[src/rtl/regfile_wr_arbiter_if.sv]
// rtl/regfile_wr_arbiter_if.sv - writeback request and register-file write port bundle
// Requesters drive the master side; the arbiter sits on the slave side.

interface regfile_wr_arbiter_if #(
  parameter int DW = 64,
  parameter int AW = 5
);

  logic          req0_valid;
  logic [AW-1:0] req0_addr;
  logic [DW-1:0] req0_data;
  logic          req0_ready;

  logic          req1_valid;
  logic [AW-1:0] req1_addr;
  logic [DW-1:0] req1_data;
  logic          req1_ready;

  logic          we3;
  logic [AW-1:0] wa3;
  logic [DW-1:0] wd3;

  modport master (
    output req0_valid, req0_addr, req0_data,
    input  req0_ready,
    output req1_valid, req1_addr, req1_data,
    input  req1_ready,
    input  we3, wa3, wd3
  );

  modport slave (
    input  req0_valid, req0_addr, req0_data,
    output req0_ready,
    input  req1_valid, req1_addr, req1_data,
    output req1_ready,
    output we3, wa3, wd3
  );

endinterface

[src/rtl/regfile_wr_arbiter.sv]
// rtl/regfile_wr_arbiter.sv - round-robin arbiter for the single register-file write port
// Grants one of two writeback requesters per cycle, registers the winner, drops writes to XZR.

module regfile_wr_arbiter #(
  parameter int DW = 64,
  parameter int AW = 5,
  parameter int CW = 8
) (
  input  logic                clk,
  input  logic                reset_n,
  input  logic                hold,
  regfile_wr_arbiter_if.slave bus,
  output logic                last_grant,
  output logic [CW-1:0]       xzr_drops
);

  localparam logic [AW-1:0] XZR_ADDR = AW'(31);
  localparam logic [CW-1:0] DROP_MAX = {CW{1'b1}};

  logic          grant0;
  logic          grant1;
  logic          accept;
  logic [AW-1:0] sel_addr;
  logic [DW-1:0] sel_data;
  logic          sel_is_xzr;

  logic          we3_q;
  logic [AW-1:0] wa3_q;
  logic [DW-1:0] wd3_q;
  logic          last_grant_q;
  logic [CW-1:0] xzr_drops_q;

  // On a tie the requester that did not win last time goes next.
  always_comb begin
    grant0 = 1'b0;
    grant1 = 1'b0;
    if (!hold) begin
      if (bus.req0_valid && bus.req1_valid) begin
        if (last_grant_q) begin
          grant0 = 1'b1;
        end else begin
          grant1 = 1'b1;
        end
      end else if (bus.req0_valid) begin
        grant0 = 1'b1;
      end else if (bus.req1_valid) begin
        grant1 = 1'b1;
      end
    end
  end

  always_comb begin
    accept     = grant0 | grant1;
    sel_addr   = grant1 ? bus.req1_addr : bus.req0_addr;
    sel_data   = grant1 ? bus.req1_data : bus.req0_data;
    sel_is_xzr = (sel_addr == XZR_ADDR);
  end

  always_ff @(posedge clk or negedge reset_n) begin
    if (!reset_n) begin
      we3_q        <= 1'b0;
      wa3_q        <= '0;
      wd3_q        <= '0;
      last_grant_q <= 1'b1;
      xzr_drops_q  <= '0;
    end else if (accept) begin
      last_grant_q <= grant1;
      wa3_q        <= sel_addr;
      wd3_q        <= sel_data;
      we3_q        <= !sel_is_xzr;
      // XZR writes are consumed here and only counted.
      if (sel_is_xzr && (xzr_drops_q != DROP_MAX)) begin
        xzr_drops_q <= xzr_drops_q + CW'(1);
      end
    end else begin
      we3_q <= 1'b0;
    end
  end

  assign bus.req0_ready = grant0;
  assign bus.req1_ready = grant1;
  assign bus.we3        = we3_q;
  assign bus.wa3        = wa3_q;
  assign bus.wd3        = wd3_q;
  assign last_grant     = last_grant_q;
  assign xzr_drops      = xzr_drops_q;

endmodule
[src/flat_wrapper.sv]
// flat-port wrapper written by rule: the top's interface ports become plain ports
module regfile_wr_arbiter_flat 
#(
  parameter int DW = 64,
  parameter int AW = 5,
  parameter int CW = 8
)
  (clk, reset_n, hold, last_grant, xzr_drops, bus_req0_valid, bus_req0_addr, bus_req0_data, bus_req0_ready, bus_req1_valid, bus_req1_addr, bus_req1_data, bus_req1_ready, bus_we3, bus_wa3, bus_wd3);
  regfile_wr_arbiter_if #(.DW(DW), .AW(AW)) bus_i ();
  input  logic clk;
  input  logic reset_n;
  input  logic hold;
  output logic last_grant;
  output logic [CW-1:0] xzr_drops;
  input wire logic [$bits(bus_i.req0_valid)-1:0] bus_req0_valid;
  input wire logic [$bits(bus_i.req0_addr)-1:0] bus_req0_addr;
  input wire logic [$bits(bus_i.req0_data)-1:0] bus_req0_data;
  output wire logic [$bits(bus_i.req0_ready)-1:0] bus_req0_ready;
  input wire logic [$bits(bus_i.req1_valid)-1:0] bus_req1_valid;
  input wire logic [$bits(bus_i.req1_addr)-1:0] bus_req1_addr;
  input wire logic [$bits(bus_i.req1_data)-1:0] bus_req1_data;
  output wire logic [$bits(bus_i.req1_ready)-1:0] bus_req1_ready;
  output wire logic [$bits(bus_i.we3)-1:0] bus_we3;
  output wire logic [$bits(bus_i.wa3)-1:0] bus_wa3;
  output wire logic [$bits(bus_i.wd3)-1:0] bus_wd3;
  assign bus_i.req0_valid = bus_req0_valid;
  assign bus_i.req0_addr = bus_req0_addr;
  assign bus_i.req0_data = bus_req0_data;
  assign bus_req0_ready = bus_i.req0_ready;
  assign bus_i.req1_valid = bus_req1_valid;
  assign bus_i.req1_addr = bus_req1_addr;
  assign bus_i.req1_data = bus_req1_data;
  assign bus_req1_ready = bus_i.req1_ready;
  assign bus_we3 = bus_i.we3;
  assign bus_wa3 = bus_i.wa3;
  assign bus_wd3 = bus_i.wd3;
  regfile_wr_arbiter #(.DW(DW), .AW(AW), .CW(CW)) u_core (.clk(clk), .reset_n(reset_n), .hold(hold), .bus(bus_i), .last_grant(last_grant), .xzr_drops(xzr_drops));
endmodule
[config.mk]
export PLATFORM = sky130hd
export DESIGN_NAME = regfile_wr_arbiter_flat
export DESIGN_NICKNAME = d
export VERILOG_FILES = /design/src/rtl/regfile_wr_arbiter_if.sv /design/src/rtl/regfile_wr_arbiter.sv /design/src/flat_wrapper.sv
export SDC_FILE = /design/constraint.sdc
export NUM_CORES = 1
export LEC_CHECK = 0
export CAP_MARGIN = 20
export CELL_PAD_IN_SITES_DETAIL_PLACEMENT = 0
export CELL_PAD_IN_SITES_GLOBAL_PLACEMENT = 1
export CORE_ASPECT_RATIO = 2
export CORE_MARGIN = 2
export CORE_UTILIZATION = 27
export DETAILED_ROUTE_END_ITERATION = 10
export GPL_TIMING_DRIVEN = 0
export PLACE_DENSITY = 0.9
export SLEW_MARGIN = 10
export SYNTH_ARGS = -nofsm -noshare
export SYNTH_HDL_FRONTEND = slang
export SYNTH_SLANG_ARGS = --single-unit
export TNS_END_PERCENT = 5
[constraint.sdc]
create_clock -name clk -period 2.45 [get_ports clk]
set_input_delay 0.735 -clock clk [delete_from_list [all_inputs] [get_ports clk]]
set_output_delay 0.735 -clock clk [all_outputs]
set_load 0.05 [all_outputs]
### Yosys cells after proc, flatten, opt, wreduce, memory -nomap -nowiden

Cells that the tools add are included.

| cells by class | value |
|---|---|
| $add $sub $neg | 1 |
| reduce and logical (&&, ||, !) cells | 4 |
| bitwise gates (word level) | 1 |
| equality and inequality tests | 2 |
| mux-type cells | 12 |

Operators with widths:

| operator | number |
|---|---|
| two-way mux 64 bit | 1 |
| two-way mux 1 bit | 10 |
| adder 8 x 1 -> 8 bit, second input constant | 1 |
| inequality test 8 bit, second input constant | 1 |
| equality test 5 bit, second input constant | 1 |
| two-way mux 5 bit | 1 |
| logical AND 1 bit | 2 |
| AND reduction 2 bit | 1 |
| zero test 1 bit | 1 |
| bitwise OR 1 bit | 1 |

| word-level totals | value |
|---|---|
| word-level logic and storage cells | 25 |
| bits in registers | 79 |

### Logic depth before layout (Yosys ltp)

Gate-level depths: netlist (run 1).

| logic depth | value |
|---|---|
| depth after elaboration | 8 |
| depth in mapped cells | 6 |
| depth with buffers taken out | 5 |

### Worst setup path before layout (run 1)

No wires, ideal clock.

| timing | value |
|---|---|
| path type | in2out |
| from | in bus_req1_valid |
| to | out bus_req0_ready |
| stages | 2 |
| setup slack | -0.294 ns |
| data arrival time | 2.009 ns |
| buffers on the path | 0 |
| cells stage by stage | nor2b_1 nor3b_1 |

| between the ends | value |
|---|---|
| word-level cells in the longest chain between the ends | 3 |

Ends and longest elaborated chain:

| element | line | source |
|---|---|---|
| from (decl) | flat_wrapper.sv:19 | `input wire logic [$bits(bus_i.req1_valid)-1:0] bus_req1_valid;` |
| logical AND 1 bit | regfile_wr_arbiter.sv:38 | `if (bus.req0_valid && bus.req1_valid) begin` |
| two-way mux 1 bit | regfile_wr_arbiter.sv:38 |  |
| two-way mux 1 bit | regfile_wr_arbiter.sv:37 | `if (!hold) begin` |
| to (decl) | flat_wrapper.sv:18 | `output wire logic [$bits(bus_i.req0_ready)-1:0] bus_req0_ready;` |

No other way between the ends.

### Worst setup path after layout (run 1)

Ends and elaborated chain as after synthesis.

==> load_flow_metrics.sql, run 1 <==
INSERT INTO impl_metrics (metric_group, metric, value, unit) VALUES
('yosys', 'synthesis.instances', '349', ''),
('finish', 'nFillCells', '1272', ''),
('timing', 'setup_violations', '0', ''),
('yosys', 'number_of_library_cell_types_mapped_by_synthesis', '29', ''),
('outcome', 'run_status', 'finished clean', ''),
('yosys', 'post_synth_edffs', '0', ''),
('cts', 'clock-sinks', '79', ''),
('yosys', 'synthArstFlopShare', '100', '%'),
('global_route', 'global_route.overflow_total', '0', ''),
('place', 'placement.setup.worst_slack', '-1.37', 'ns'),
('worst_setup_path', 'max_stage_delay', '0.39', 'ns'),
('yosys', 'yosys_most_used_dff', 'sky130_fd_sc_hd__dfrtp_1', ''),
('global_route', 'grt_max_degree', '43', ''),
('timing', 'report.final.slew_viol_count', '0', ''),
('detailed_routing', 'detail_route.wl_per_cell', '16.3', 'µm'),
('yosys', 'yosys_warnings', '0', ''),
('worst_setup_path', 'crit_path_max_fanout', '3', ''),
('finish', 'final_layout_size_suffix_gt1_share', '6.78', '%'),
('timing', 'rsz0062_at_grt', 'no', ''),
('detailed_routing', 'dr.pass1.iters', '4', ''),
('worst_setup_path', 'crit_path_start_kind', 'input pin', ''),
('finish', 'final_net_count', '729', ''),
('worst_setup_path', 'ff2ff_path_depth', '7', ''),
('detailed_routing', 'postRouteWirelength', '12200', 'µm'),
('yosys', 'ys_seq_area_share', '53.2', '%'),
('finish', 'synthToLayoutAreaGrowth', '74.6', '%'),
('yosys', 'synth.cell_area', '0.00372', 'mm²'),
('worst_setup_path', 'worstSetupPathDepth', '4', ''),
('timing', 'final.min_clock_period', '2.41', 'ns'),
('worst_setup_path', 'timing.rr.end', 'u_core.bus.wd3[62]', ''),
('place', 'detailedPlacementHpwl', '9980', 'µm'),
('finish', 'postLayoutCoreUtil', '48.4', '%'),
('worst_setup_path', 'critical_path.endpoint', 'bus_req0_ready', ''),
('global_route', 'grt_antenna_before_repair', '0', ''),
('global_route', 'first_global_vias', '3771', ''),
('floorplanning', 'effective_utilization_at_floorplan', '27.7', '%'),
('yosys', 'post_synth.cell_area_avg', '10.7', 'µm²'),
('cts', 'clk_root_buffer_cell', 'sky130_fd_sc_hd__clkbuf_16', ''),
('floorplanning', 'dieArea', '0.0148', 'mm²'),
('cts', 'ctsHtreeMaxLevel', '3', ''),
('cts', 'path_clk_slew', '0.06', 'ns'),
('timing', 'timing.final.crit_share', '98.5', '%'),
('worst_setup_path', 'worstReg2RegStart', 'u_core.last_grant', ''),
('detailed_routing', 'num_vias', '3484', ''),
('power_and_ir_drop', 'vdd_drop_max', '309', 'µV'),
('timing', 'actual_transition_at_the_worst_max_transition_pin', '0.554', 'ns'),
('hold_path', 'hp-class', 'in2async', ''),
('worst_setup_path', 'slowest_stage', 'sky130_fd_sc_hd__clkdlybuf4s15_2', ''),
('place', 'port-buffer-count', '223', ''),
('global_route', 'grt_usage', '16.6', '%'),
('worst_setup_path', 'cp-end-kind', 'output port', ''),
('worst_setup_path', 'combined_buffer_and_inverter_count_along_the_critical_path', '2', ''),
('timing', 'maxSlewHeadroom', '63.0', '%'),
('worst_setup_path', 'timing.critical_path.cells', 'dlygate4sd2_1, nor2b_1, nor3b_2, clkdlybuf4s15_2', ''),
('floorplanning', 'top_level_ports', '224', ''),
('cts', 'holdBufCountCts', '0', ''),
('finish', 'layout.cell_area.non_filler', '0.00650', 'mm²'),
('finish', 'multi_input_area', '0.00164', 'mm²'),
('worst_setup_path', 'worst-r2r-setup-slack', '0.55', 'ns'),
('finish', 'seq_area', '0.00198', 'mm²'),
('timing', 'timing.final.ws_setup', '0.0359', 'ns'),
('power_and_ir_drop', 'power.density_cell_area', '691', 'mW/mm²'),
('floorplanning', 'placeableCoreArea', '0.0134', 'mm²'),
('worst_setup_path', 'crit_required', '1.71', 'ns'),
('cts', 'clock_latency', '0.33', 'ns'),
('detailed_routing', 'ant_nets', '0', ''),
('floorplanning', 'placement_rows', '60', ''),
('detailed_routing', 'viasPerCell', '4.68', ''),
('timing', 'final.hold.worst_slack', '0.371', 'ns'),
('yosys', 'postSynthNetCount', '493', ''),
('place', 'placement.cell_area', '0.00617', 'mm²');
timing repair:
item | CTS | global route
buffers inserted | 2 | 0
resized for setup | 23 | 0
setup endpoints to repair | 82 | 1
pin swaps | 0 | 0
stage by stage:
stage	TNS, ns	power [µW]	cells
after CTS	0	4560	746
after global routing	0	4700	745
after global placement	-199.71	3170	727
final	0	4490	745
after detailed placement	-41.57	3200	728
after floorplan	0	2470	349
report_power, final:
part	leakage, µW	switching, µW	internal, µW
Clock	0.000138	516	815
Combinational	0.00156	963	621
Sequential	0.000980	99.9	1470
state kept, by name, summed over array words and instances, names as in the netlist:
register	cells
u_core.last_grant	1
u_core.xzr_drops	8
u_core.bus.wd3	64
u_core.bus.wa3	5
u_core.bus.we3	1
kinds of logic after synthesis:
logic type / count (synthesis) / synth area share, %
buf+inv: 25 / 3.30
xor+xnor: 7 / 1.65
compound gates: 80 / 12.9
mux: 70 / 18.9
fa+ha+maj: 1 / 0.336
simple gates: 87 / 9.75
flops: 79 / 53.2
cells in the mapped netlist, types with 2 or more instances:
cell type                   instances  area, µm²
sky130_fd_sc_hd__a2111oi_2          2       30.0
sky130_fd_sc_hd__clkbuf_1          12       45.0
sky130_fd_sc_hd__nand2_1           73        274
sky130_fd_sc_hd__buf_4              7       52.6
sky130_fd_sc_hd__dfrtp_1           78       1950
sky130_fd_sc_hd__a211oi_1           3       22.5
sky130_fd_sc_hd__inv_1              2       7.51
sky130_fd_sc_hd__buf_1              2       7.51
sky130_fd_sc_hd__o21ai_0           69        345
sky130_fd_sc_hd__nand3_1            5       25.0
sky130_fd_sc_hd__mux2i_1           69        691
sky130_fd_sc_hd__nand4_1            2       12.5
sky130_fd_sc_hd__buf_2              2       10.0
sky130_fd_sc_hd__nor2b_1            2       12.5
sky130_fd_sc_hd__xor2_1             7       61.3
final cells by class:
type	instances	share of cell area [%]
flip-flops and latches	79	30.4
plain buffers	22	1.75
inverters	2	0.116
multi-input cells	245	25.2
clock buffers	11	3.74
repair buffers	226	34.9
well taps	155	2.98
clock inverters	5	0.886
metal layers:
metal	GRT usage [%]	up-vias	wire (µm)	share of wire [%]
li1	-	1678	-	-
met1	16.8	1658	4260	35
met2	31.9	132	6960	57
met3	4.27	16	707	5.8
met4	5.43	0	252	2.1
met5	0	-	0	0
cell usage in the layout (no fill, tap or decap), drive strengths merged:
cell and instances:
clkdlybuf4s50 216, dfrtp 78, nand2 73, mux2i 69, o21ai 69, clkbuf 23
buf 15, xor2 7, nand3 5, dlygate4sd2 4, a211oi 3, clkinvlp 3
nand4 3, a2111oi 3, inv 2, nor2b 2, o21bai 2, and2 1
nor3b 1, and4 1, a211o 1, nor2 1, a21oi 1, mux2 1
a21o 1, ha 1, bufinv 1, clkinv 1, clkdlybuf4s15 1, dfstp 1
worst reg2reg max path, stage by stage, from the launching register on:
cell                      delay, ns
sky130_fd_sc_hd__dfstp_2       0.57
sky130_fd_sc_hd__nand2_2       0.08
sky130_fd_sc_hd__and2_1        0.18
sky130_fd_sc_hd__buf_6         0.15
sky130_fd_sc_hd__buf_4         0.19
sky130_fd_sc_hd__buf_4         0.22
sky130_fd_sc_hd__mux2i_1       0.25
sky130_fd_sc_hd__o21ai_0       0.12
worst min-delay path by stage:
| stage | endpoint | slack (ns) | cells past startpoint |
|---|---|---|---|
| 2_1_floorplan | u_core.bus.wa3[0] | 0.44 | 0 |
| 3_3_place_gp | u_core.bus.wd3[61] | 0.46 | 2 |
| 3_5_place_dp | u_core.bus.wd3[27] | 0.47 | 2 |
| 4_1_cts | u_core.bus.wd3[16] | 0.38 | 1 |
| 5_1_grt | u_core.bus.wd3[16] | 0.40 | 1 |
| 6_report | u_core.bus.wd3[16] | 0.37 | 1 |
(Power assumes the default switching activity.)
==> inputs of run 2 (changes only) <==
--- a/config.mk
+++ b/config.mk
@@ -14,6 +14,7 @@
 export DETAILED_ROUTE_END_ITERATION = 10
 export GPL_TIMING_DRIVEN = 0
 export PLACE_DENSITY = 0.9
+export SETUP_SLACK_MARGIN = 0.15
 export SLEW_MARGIN = 10
 export SYNTH_ARGS = -nofsm -noshare
 export SYNTH_HDL_FRONTEND = slang
==> constraint.sdc (replaced) <==
create_clock -name clk -period 2.45 [get_ports clk]
set_input_delay 0.735 -clock clk [delete_from_list [all_inputs] [get_ports clk]]
set_output_delay 0.735 -clock clk [all_outputs]
set_load 0.02 [all_outputs]
==> load_flow_metrics.sql, run 2 (synthesized netlist as in run 1, its figures left out) <==
INSERT INTO impl_metrics (metric_group, metric, value, unit) VALUES
('outcome', 'run_status', 'finished clean', ''),
('place', 'placement.cell_area', '0.00616', 'mm²'),
('floorplanning', 'die_x', '87.0', 'µm'),
('finish', 'mostFrequentLayoutCells', 'sky130_fd_sc_hd__clkdlybuf4s50_1, sky130_fd_sc_hd__dfrtp_1, sky130_fd_sc_hd__nand2_1, sky130_fd_sc_hd__mux2i_1, sky130_fd_sc_hd__o21ai_0', ''),
('timing', 'actual_transition_at_the_worst_max_transition_pin', '0.518', 'ns'),
('worst_setup_path', 'crit_required', '1.71', 'ns'),
('place', 'port-buffer-count', '223', ''),
('finish', 'final_net_count', '732', ''),
('worst_setup_path', 'slowest_stage', 'sky130_fd_sc_hd__clkdlybuf4s15_2', ''),
('detailed_routing', 'ant_nets', '0', ''),
('cts', 'clock-sinks', '79', ''),
('global_route', 'global_route.overflow_total', '0', ''),
('timing', 'setup_violations', '0', ''),
('timing', 'timing.final.crit_share', '93.5', '%'),
('timing', 'maxSlewHeadroom', '65.4', '%'),
('worst_setup_path', 'timing.critical_path.cells', 'clkdlybuf4s15_2, nand2_2, and2_1, buf_6, buf_12, buf_6', ''),
('detailed_routing', 'dr.pass1.iters', '4', ''),
('power_and_ir_drop', 'power.density_cell_area', '623', 'mW/mm²'),
('worst_setup_path', 'critPathMostFrequentCell', 'sky130_fd_sc_hd__buf_6', ''),
('finish', 'largest_register_ffs', '64', ''),
('cts', 'cts-buffers-inserted', '9', ''),
('detailed_routing', 'viasPerCell', '4.64', ''),
('worst_setup_path', 'critical_path_class', 'in2out', ''),
('finish', 'final_layout_size_suffix_gt1_share', '7.42', '%'),
('floorplanning', 'placeableCoreArea', '0.0134', 'mm²'),
('cts', 'clk_root_buffer_cell', 'sky130_fd_sc_hd__clkbuf_16', ''),
('global_route', 'grt_max_degree', '41', ''),
('timing', 'final.min_clock_period', '2.29', 'ns'),
('detailed_routing', 'detail_route.wl_per_cell', '16.3', 'µm'),
('power_and_ir_drop', 'p_leak', '0.00269', 'µW'),
('worst_setup_path', 'crit_path_max_fanout', '3', ''),
('finish', 'synthToLayoutAreaGrowth', '75.5', '%'),
('hold_path', 'hp-class', 'in2async', ''),
('timing', 'max_clock_freq', '0.437', 'GHz'),
('run', 'max_cap_check_violation_count', '0', ''),
('cts', 'cts_tree', 'done', ''),
('global_route', 'first_global_vias', '3651', ''),
('worst_setup_path', 'cp.arrival', '1.56', 'ns'),
('detailed_routing', 'postRouteWirelength', '12200', 'µm'),
('global_route', 'grt_antenna_before_repair', '0', ''),
('finish', 'layout.cell_area.non_filler', '0.00653', 'mm²'),
('floorplanning', 'dieArea', '0.0148', 'mm²'),
('finish', 'layout_commonest_cell', 'sky130_fd_sc_hd__clkdlybuf4s50_1', ''),
('global_route', 'grt_usage', '16.4', '%'),
('power_and_ir_drop', 'power_total', '4070', 'µW'),
('place', 'detailedPlacementHpwl', '9820', 'µm'),
('worst_setup_path', 'max_stage_delay', '0.24', 'ns'),
('worst_setup_path', 'crit_path_start_kind', 'input pin', ''),
('floorplanning', 'placement_rows', '60', ''),
('detailed_routing', 'num_vias', '3468', ''),
('global_route', 'grt_first_pass_wirelength', '18700', 'µm'),
('cts', 'path_clk_slew', '0.06', 'ns'),
('place', 'dpl.cell_count', '728', ''),
('floorplanning', 'dieHeight', '170', 'µm'),
('power_and_ir_drop', 'vdd_drop_max', '346', 'µV'),
('timing', 'report.final.hold_viol_count', '0', ''),
('timing', 'rsz0062_at_grt', 'yes', ''),
('cts', 'clock_latency', '0.32', 'ns'),
('timing', 'final.hold.worst_slack', '0.382', 'ns'),
('detailed_routing', 'drt-initial-drc-count', '85', ''),
('floorplanning', 'effective_utilization_at_floorplan', '27.7', '%'),
('floorplanning', 'top_level_ports', '224', ''),
('finish', 'stdcell_count', '748', ''),
('timing', 'post_route_clock_skew', '0.00703', 'ns'),
('timing', 'report.final.slew_viol_count', '0', ''),
('cts', 'cts-root-to-sink-buffers', '2', ''),
('finish', 'insertedDiodeCount', '0', ''),
('detailed_routing', 'remaining_drc_errors', '0', ''),
('cts', 'ctsHtreeMaxLevel', '3', ''),
('worst_setup_path', 'cp-end-kind', 'output port', ''),
('place', 'gp_congestion', '0.813', '');
[run 2: per-layer routing]
layer,global-route usage [%],wire [µm],vias up
li1,-,-,1694
met1,16.4,4240,1603
met2,31.5,6910,150
met3,3.20,680,21
met4,7.34,360,0
met5,0,0,-
[run 2: worst paths after layout]
check                                 endpoint  slack [ns]              start  depth (start not counted)
max in group asynchronous    u_core.last_grant        1.41            reset_n                          2
min                         u_core.bus.wd3[12]        0.38            reset_n                          1
min in group clk             u_core.bus.wa3[2]        0.48  u_core.bus.wa3[2]                          2
max                             bus_req1_ready        0.16     bus_req0_valid                          6
min reg2reg                  u_core.bus.wa3[2]        0.48  u_core.bus.wa3[2]                          2
max reg2reg                u_core.xzr_drops[6]        0.62  u_core.last_grant                          5
[run 2: timing repair]
| item | in CTS | in global routing |
|---|---|---|
| hold buffers | 0 | 0 |
| pin swaps | 1 | 0 |
| buffers inserted | 4 | 0 |
| setup endpoints to repair | 81 | 3 |
| gates resized for setup | 28 | 1 |
[run 2: layout make-up]
cell class	instances	area, µm²
Inverter	2	7.51
Fill cell	1247	6910
Sequential cell	79	1980
Buffer	23	134
Clock buffer	11	233
Timing Repair Buffer	228	2280
Tap cell	155	194
Clock inverter	5	58.8
Multi-Input combinational cell	245	1650
[run 2: report_power, final]
group | internal [µW] | switching [µW]
clock network | 790 | 507
registers | 1480 | 102
logic | 632 | 562
total | 2900 | 1170
[run 2: metrics by stage]
step	util (%)	setup WS (ns)	TNS [ns]
after detailed placement	45.9	-1.23	-47.60
after global routing	48.6	0.144	0
final	48.6	0.159	0
after global placement	45.7	-2.07	-206.17
after CTS	48.6	0.159	0
after floorplan	-	0.233	0
[run 2: worst max-delay path, delay by kind of cell]
family / cells / cell delay [ns]
buf+inv: 4 / 0.59
simple gates: 2 / 0.23
